$ cat src/rtl/filter_fetch_ctrl.sv
// Filter RAM sequencer: streams FILTER_SIZE weights of one filter, arbitrates host writes while idle.
// Optional FILTER_FETCH_STALL_CNT_EN adds a saturating stall_count output.
module filter_fetch_ctrl #(
    parameter int DATA_W      = 16,
    parameter int ADDR_W      = 10,
    parameter int DEPTH       = 576,
    parameter int FILTER_SIZE = 9,
    parameter int NUM_FILTERS = 64,
    parameter int IDX_W       = 6
) (
    input  logic              clock,
    input  logic              reset_n,
    input  logic              start,
    input  logic [IDX_W-1:0]  filter_index,
    output logic              busy,
    output logic              done,
    output logic              idx_err,
    input  logic              host_wr_req,
    input  logic [ADDR_W-1:0] host_wr_addr,
    input  logic [DATA_W-1:0] host_wr_data,
    output logic              host_wr_ack,
    output logic [ADDR_W-1:0] ram_address,
    output logic [DATA_W-1:0] ram_write_data,
    output logic              ram_enable,
    output logic              ram_write,
    input  logic [DATA_W-1:0] ram_read_data,
    output logic [DATA_W-1:0] weight_data,
    output logic              weight_valid,
    output logic              weight_last,
    input  logic              weight_ready
`ifdef FILTER_FETCH_STALL_CNT_EN
    ,
    output logic [15:0]       stall_count
`endif
);

    localparam int          CNT_W = $clog2(FILTER_SIZE + 1);
    localparam logic [31:0] NUM_F_U = NUM_FILTERS;
    localparam logic [31:0] DEPTH_U = DEPTH;

    typedef enum logic [1:0] {IDLE, FETCH, DRAIN, FIN} state_t;

    state_t             state_q, state_d;
    logic               pend_q, pend_d;
    logic [IDX_W-1:0]   idx_q, idx_d;
    logic [ADDR_W-1:0]  base_q, base_d;
    logic [CNT_W-1:0]   cnt_q, cnt_d;
    logic               err_q, err_d;
    logic [DATA_W-1:0]  wdata_q, wdata_d;
    logic               wvalid_q, wvalid_d;
    logic               wlast_q, wlast_d;

    logic [IDX_W-1:0]   idx_sel;
    logic               idx_ok;
    logic               addr_ok;
    logic               out_free;
    logic               cnt_last;
    logic               start_acc;

    // A start arriving this cycle takes precedence over an older pending index.
    assign idx_sel   = start ? filter_index : idx_q;
    assign idx_ok    = 32'(idx_sel) < NUM_F_U;
    assign addr_ok   = 32'(host_wr_addr) < DEPTH_U;
    assign out_free  = !wvalid_q || weight_ready;
    assign cnt_last  = (cnt_q == CNT_W'(FILTER_SIZE - 1));
    assign start_acc = (state_q == IDLE) && start;

    always_comb begin
        state_d        = state_q;
        pend_d         = pend_q;
        idx_d          = idx_q;
        base_d         = base_q;
        cnt_d          = cnt_q;
        err_d          = err_q;
        wdata_d        = wdata_q;
        wvalid_d       = wvalid_q;
        wlast_d        = wlast_q;
        host_wr_ack    = 1'b0;
        ram_enable     = 1'b0;
        ram_write      = 1'b0;
        ram_address    = '0;
        ram_write_data = '0;
        unique case (state_q)
            IDLE: begin
                host_wr_ack = host_wr_req;
                if (host_wr_req) begin
                    ram_address    = host_wr_addr;
                    ram_write_data = host_wr_data;
                    ram_enable     = addr_ok;
                    ram_write      = addr_ok;
                end
                if (start) begin
                    pend_d = 1'b1;
                    idx_d  = filter_index;
                end
                if ((pend_q || start) && !host_wr_req) begin
                    pend_d = 1'b0;
                    if (!idx_ok) begin
                        err_d   = 1'b1;
                        state_d = FIN;
                    end else begin
                        base_d  = ADDR_W'(idx_sel) * ADDR_W'(FILTER_SIZE);
                        cnt_d   = '0;
                        err_d   = 1'b0;
                        state_d = FETCH;
                    end
                end
            end
            FETCH: begin
                ram_enable  = 1'b1;
                ram_address = base_q + ADDR_W'(cnt_q);
                if (out_free) begin
                    wdata_d  = ram_read_data;
                    wvalid_d = 1'b1;
                    wlast_d  = cnt_last;
                    cnt_d    = cnt_q + 1'b1;
                    if (cnt_last) state_d = DRAIN;
                end
            end
            DRAIN: begin
                if (weight_ready) begin
                    wvalid_d = 1'b0;
                    wlast_d  = 1'b0;
                    state_d  = FIN;
                end
            end
            FIN: begin
                err_d   = 1'b0;
                state_d = IDLE;
            end
            default: state_d = IDLE;
        endcase
    end

    always_ff @(posedge clock or negedge reset_n) begin
        if (!reset_n) begin
            state_q  <= IDLE;
            pend_q   <= 1'b0;
            idx_q    <= '0;
            base_q   <= '0;
            cnt_q    <= '0;
            err_q    <= 1'b0;
            wdata_q  <= '0;
            wvalid_q <= 1'b0;
            wlast_q  <= 1'b0;
        end else begin
            state_q  <= state_d;
            pend_q   <= pend_d;
            idx_q    <= idx_d;
            base_q   <= base_d;
            cnt_q    <= cnt_d;
            err_q    <= err_d;
            wdata_q  <= wdata_d;
            wvalid_q <= wvalid_d;
            wlast_q  <= wlast_d;
        end
    end

    assign busy         = (state_q != IDLE);
    assign done         = (state_q == FIN);
    assign idx_err      = (state_q == FIN) && err_q;
    assign weight_data  = wdata_q;
    assign weight_valid = wvalid_q;
    assign weight_last  = wlast_q;

`ifdef FILTER_FETCH_STALL_CNT_EN
    logic [15:0] stall_q;

    always_ff @(posedge clock or negedge reset_n) begin
        if (!reset_n) begin
            stall_q <= '0;
        end else if (start_acc) begin
            stall_q <= '0;
        end else if (wvalid_q && !weight_ready && (stall_q != 16'hFFFF)) begin
            stall_q <= stall_q + 16'd1;
        end
    end

    assign stall_count = stall_q;
`else
    logic unused_start_acc;
    assign unused_start_acc = start_acc;
`endif

endmodule

$ cat config.mk
export PLATFORM = sky130hd
export DESIGN_NAME = filter_fetch_ctrl
export DESIGN_NICKNAME = d
export VERILOG_FILES = /design/src/rtl/filter_fetch_ctrl.sv
export SDC_FILE = /design/constraint.sdc
export NUM_CORES = 1
export LEC_CHECK = 0
export ABC_AREA = 1
export ABC_CLOCK_PERIOD_IN_PS = 3500
export CAP_MARGIN = 0
export CORE_MARGIN = 2
export CORE_UTILIZATION = 47
export CTS_CLUSTER_SIZE = 24
export DETAILED_ROUTE_END_ITERATION = 16
export PLACE_DENSITY_LB_ADDON = 0.25
export SLEW_MARGIN = 20
export SYNTH_ARGS = -nofsm -noshare
export SYNTH_HDL_FRONTEND = slang
export SYNTH_SLANG_ARGS = --single-unit
$ cat constraint.sdc
create_clock -name clock -period 3.5 [get_ports clock]
set_input_delay 0.35 -clock clock [delete_from_list [all_inputs] [get_ports clock]]
set_output_delay 0.35 -clock clock [all_outputs]
set_load 0.02 [all_outputs]
======== Word-level counts from Yosys, hierarchy flattened ========
Cells that the tools add are included.
cells by class
  multiplexer cells ....................... 26
  eq/ne operators ......................... 8
  multiply operators ...................... 1
  reduce and logical (&&, ||, !) cells .... 19
  $lt $le $gt $ge ......................... 1
  $add $sub $neg .......................... 2
operators with widths
  cell                                                                 count
  16-bit 2-to-1 mux                                                    2
  10-bit case mux with 2 select lines                                  1
  10-bit by 4-bit adder with 10-bit output                             1
  10-bit less-than comparator, second input constant                   1
  6-bit by 4-bit multiplier with 10-bit output, second input constant  1
  10-bit 2-to-1 mux                                                    1
  2-bit nonzero test                                                   5
  1-bit 2-to-1 mux                                                     9
  2-bit 2-to-1 mux                                                     4
  4-bit 2-to-1 mux                                                     2
  1-bit case mux with 2 select lines                                   4
  2-bit case mux with 4 select lines                                   1
  4-bit case mux with 2 select lines                                   1
  2-bit AND reduction                                                  4
  6-bit 2-to-1 mux                                                     1
  2-bit inequality test, second input constant                         3
  3-bit AND reduction                                                  2
  4-bit by 1-bit adder with 4-bit output, second input constant        1
  2-bit == test, second input constant                                 2
  4-bit == test, second input constant                                 1
  4-bit AND reduction                                                  1
  2-bit by 1-bit == test with 1-bit output, second input constant      1
  1-bit logical AND                                                    2
  1-bit logical NOT                                                    2
  other kinds (3)                                                      4
storage, ports and cells
  flip-flop bits (word level) ............. 42
  input bits .............................. 53
  logic and storage cells ................. 66
  output and inout port bits .............. 50

======== Depth between registers and ports, before layout ========
  word-level depth ........................ 4
  mapped depth ............................ 12
  gate-level depth less buffers ........... 11

======== Worst setup path after synthesis ========
Ideal clock, no wire load.
  path kind ............................... flip-flop to output port
  from .................................... register cnt_q[0]
  to ...................................... output ram_address[6]
  path buffers ............................ 0
  data required time ...................... 3.150 ns
  cell stages (with the launch flop) ...... 8
  slack ................................... 1.291 ns
  data arrival time ....................... 1.859 ns
  cell sequence ........................... dfrtp_1 -> ha_1 -> fa_1 -> nand3_1 -> nand2_1 -> nand2_1 -> o21ai_0 -> o21ai_0
between the ends
  cells in the longest elaborated chain, start to end .. 2
ends and longest elaborated chain
  element                                   RTL line  text
  start, declared                           47        logic [CNT_W-1:0] cnt_q, cnt_d;
  start signal, assigned                    151       cnt_q <= cnt_d;
  10-bit by 4-bit adder with 10-bit output  111       ram_address = base_q + ADDR_W'(cnt_q);
  10-bit case mux with 2 select lines       83        unique case (state_q)
  end, declared                             22        output logic [ADDR_W-1:0] ram_address,
No other way between the ends.

======== Worst setup path in the final report ========
Ends and elaborated chain as after synthesis.

==> impl_metrics.py <==
metrics = {
    "worst_hold_path": {
        "worst_hold_path_type": "in2async",
    },
    "run_status": {
        "status": "complete, no violations",
    },
    "flow_run": {
        "drv_cap": 0,
    },
    "finish": {
        "synthToLayoutAreaGrowth_pct": 42.62,
        "layout-drive-gt1-share_pct": 5.333,
        "final_core_util_pct": 70.38,
        "antenna_cells": 0,
        "nets": 520,
    },
    "timing": {
        "drv_slew": 0,
        "fin_skew_ns": 0.002976,
        "layout_min_cycle_time_ns": 2.937,
        "rsz0062_at_grt": "false",
        "fin_tns_setup_ns": 0,
        "hold_viol_final": 0,
        "fmax_ghz": 0.3405,
        "worstMarginPinSlew_ns": 0.8810,
        "relSlewSlack_pct": 41.27,
        "setup_viol": 0,
        "period_share_pct": 83.91,
    },
    "floorplanning": {
        "dieArea_sq_um": 6072,
        "fp-row-count": 26,
        "start_util_pct": 49.35,
        "core_area_sq_um": 5205,
        "die_h_microns": 77.93,
        "die_x_microns": 77.93,
        "io-pin-count": 103,
    },
    "logic_synthesis": {
        "postSynthAreaPerCell_sq_um": 7.297,
        "yosys-top-cells-area": "dfrtp_1 40%, nand2_1 19%, ha_1 7.8%, inv_1 6.3%, o21ai_0 4.5%",
        "ys_ff_latch": 41,
        "ys_warn_count": 0,
        "ys_seq_area_share_pct": 39.94,
        "syn_inst": 352,
        "synth.cell_area_sq_um": 2569,
        "synth.net_count": 423,
        "synth_top_area_cell": "dfrtp_1",
        "synth_top_area_share_pct": 39.94,
        "synth_cell_types": 30,
    },
    "global_routing": {
        "grt_pass1_wl_microns": 10180,
        "grtUsageTotal_pct": 20.73,
        "antenna_found_initial": 0,
        "grt-ovfl-total": 0,
        "grt_pass1_vias": 2360,
        "grt_max_degree": 42,
    },
    "cts": {
        "clockRootBuffer": "clkbuf_8",
        "cts_max_level": 2,
        "post-cts-setup-buffer-count": 0,
        "cts_hold_buf": 0,
        "numCtsBuffers": 5,
        "cts_tree": "built",
        "clock_sinks": 41,
        "clk_pin_slew_ns": 0.08,
        "cts_buffer_depth": 2,
        "clk_latency_ns": 0.29,
        "cts_resized": 0,
    },
    "route": {
        "drtIter0Drc": 157,
        "drc": 0,
        "drt-total-wl_microns": 6108,
        "first_pass_iters": 4,
        "vias_per_cell": 4.825,
        "ant_nets": 0,
        "vias": 2509,
        "wire_per_inst_microns": 11.75,
    },
    "setup_path": {
        "cp_max_fo": 6,
        "critPathLaunchType": "register",
        "end_kind": "output pin",
        "crit_arrival_ns": 2.59,
        "cp.required_ns": 3.15,
        "crit_type": "reg2out",
    },
    "placement": {
        "hpwlAfterDp_microns": 4815,
        "place_congestion": 0.8808,
        "port_buffers": 101,
    },
    "pwr": {
        "ir_drop_mv": 0.4744,
        "p_leak_nw": 1.841,
        "power.density_nw_per_um2": 754.9,
    },
}
## stage by stage
| stage | instances | instance area [sq um] | power (W) | setup slack [ns] | hold WS, ns |
|---|---|---|---|---|---|
| floorplan | 352 | 2569 | 0.001847 | 1.291 | 0.05441 |
| global placement | 512 | 3577 | 0.002432 | 0.8556 | 0.4520 |
| detailed placement | 512 | 3577 | 0.002480 | 0.7360 | 0.4575 |
| CTS | 520 | 3664 | 0.002790 | 0.5736 | 0.2141 |
| global route | 520 | 3664 | 0.003018 | 0.4145 | 0.2528 |
| finish | 520 | 3664 | 0.002766 | 0.5630 | 0.1776 |
## routing by layer
layer	GRT usage (%)	routed length (microns)	vias up	share of wire [%]
met1	25.19	2608	1115	43
met4	4.386	52	0	0.85
li1	-	-	1281	-
met5	0	0	-	0
met2	36.98	2870	108	47
met3	5.349	576	5	9.4
## Yosys cell counts
cell type,number
or2_2,1
o31a_1,1
buf_6,4
nand3_2,1
nand3b_1,1
fa_1,2
nand2_2,4
inv_1,43
nand4_1,1
conb_1,1
nor3_1,1
nor2_1,26
o21ai_1,5
nand3_1,18
nor2_2,1
a22o_1,2
ha_1,16
a21oi_2,2
xnor2_1,2
dfrtp_1,41
o21ai_2,1
o21bai_1,1
nand2_1,130
a21oi_1,8
o22ai_1,2
o21ai_0,23
xor2_1,2
inv_2,4
buf_2,5
buf_4,3
## power breakdown
part           leakage (nW)  internal [W]  switching (W)
clock                0.0439      0.000138       0.000161
combinational          1.28      0.000700       0.000922
sequential            0.514      0.000685       0.000160
## cells in the final DEF, fill, tap and decap left out, types with 2 or more instances in the layout
| cell | count |
|---|---|
| fa_1 | 2 |
| o21ai_1 | 5 |
| o21ai_0 | 23 |
| clkinv_2 | 2 |
| nand3_1 | 18 |
| clkdlybuf4s50_1 | 100 |
| a21oi_2 | 2 |
| xnor2_1 | 2 |
| xor2_1 | 2 |
| ha_1 | 16 |
| a21oi_1 | 8 |
| nand2_2 | 4 |
| dfrtp_1 | 41 |
| nor2_1 | 26 |
| o22ai_1 | 2 |
| inv_1 | 43 |
| clkbuf_8 | 5 |
| a22o_1 | 2 |
| inv_2 | 4 |
| nand2_1 | 130 |
## registers in the layout (all words and copies together), names as in the netlist
signal and count:
weight_data 16, base_q 10, idx_q 6, cnt_q 4, state_q 2, pend_q 1
weight_last 1, weight_valid 1
## final timing paths
check,cells after the start,end,slack [ns],start
worst max-delay path,8,ram_address[6],0.56,cnt_q[0]
max in group asynchronous,1,weight_data[13],2.77,reset_n
min in group clock,2,weight_data[12],0.47,weight_data[12]
worst min-delay path,1,idx_q[1],0.18,reset_n
worst min register to register,2,weight_data[12],0.47,weight_data[12]
worst max register to register,10,base_q[8],1.44,idx_q[1]
## worst max-delay path, cell delays in order, from the launching register on
cell and delay, ns:
dfrtp_1 0.43, ha_1 0.26, fa_1 0.42, nand3_1 0.10, nand2_1 0.13, nand2_1 0.10
o21ai_0 0.07, o21ai_0 0.17, clkdlybuf4s50_1 0.62
## layout make-up
type	count	area (sq um)
clock buffers	5	68.82
clock inverters	3	17.52
fillers	449	1541
inverters	47	176.4
multi-input cells	252	1274
flip-flops and latches	41	1026
well taps	70	87.58
repair buffers	102	1013
## cell families (layout without fill, tap and decap cells)
kind of cell             after synthesis  count (layout)  synth area share, %
adder cells (fa/ha/maj)               18              18                9.352
AO/OA/AOI/OAI                         45              45                9.840
XOR/XNOR                               4               4                1.364
other                                  1               1               0.1460
buffers and inverters                 59             157                10.47
AND/OR/NAND/NOR                      184             184                28.88
flip-flops                            41              41                39.94
Power figures use the tool's default switching activity.
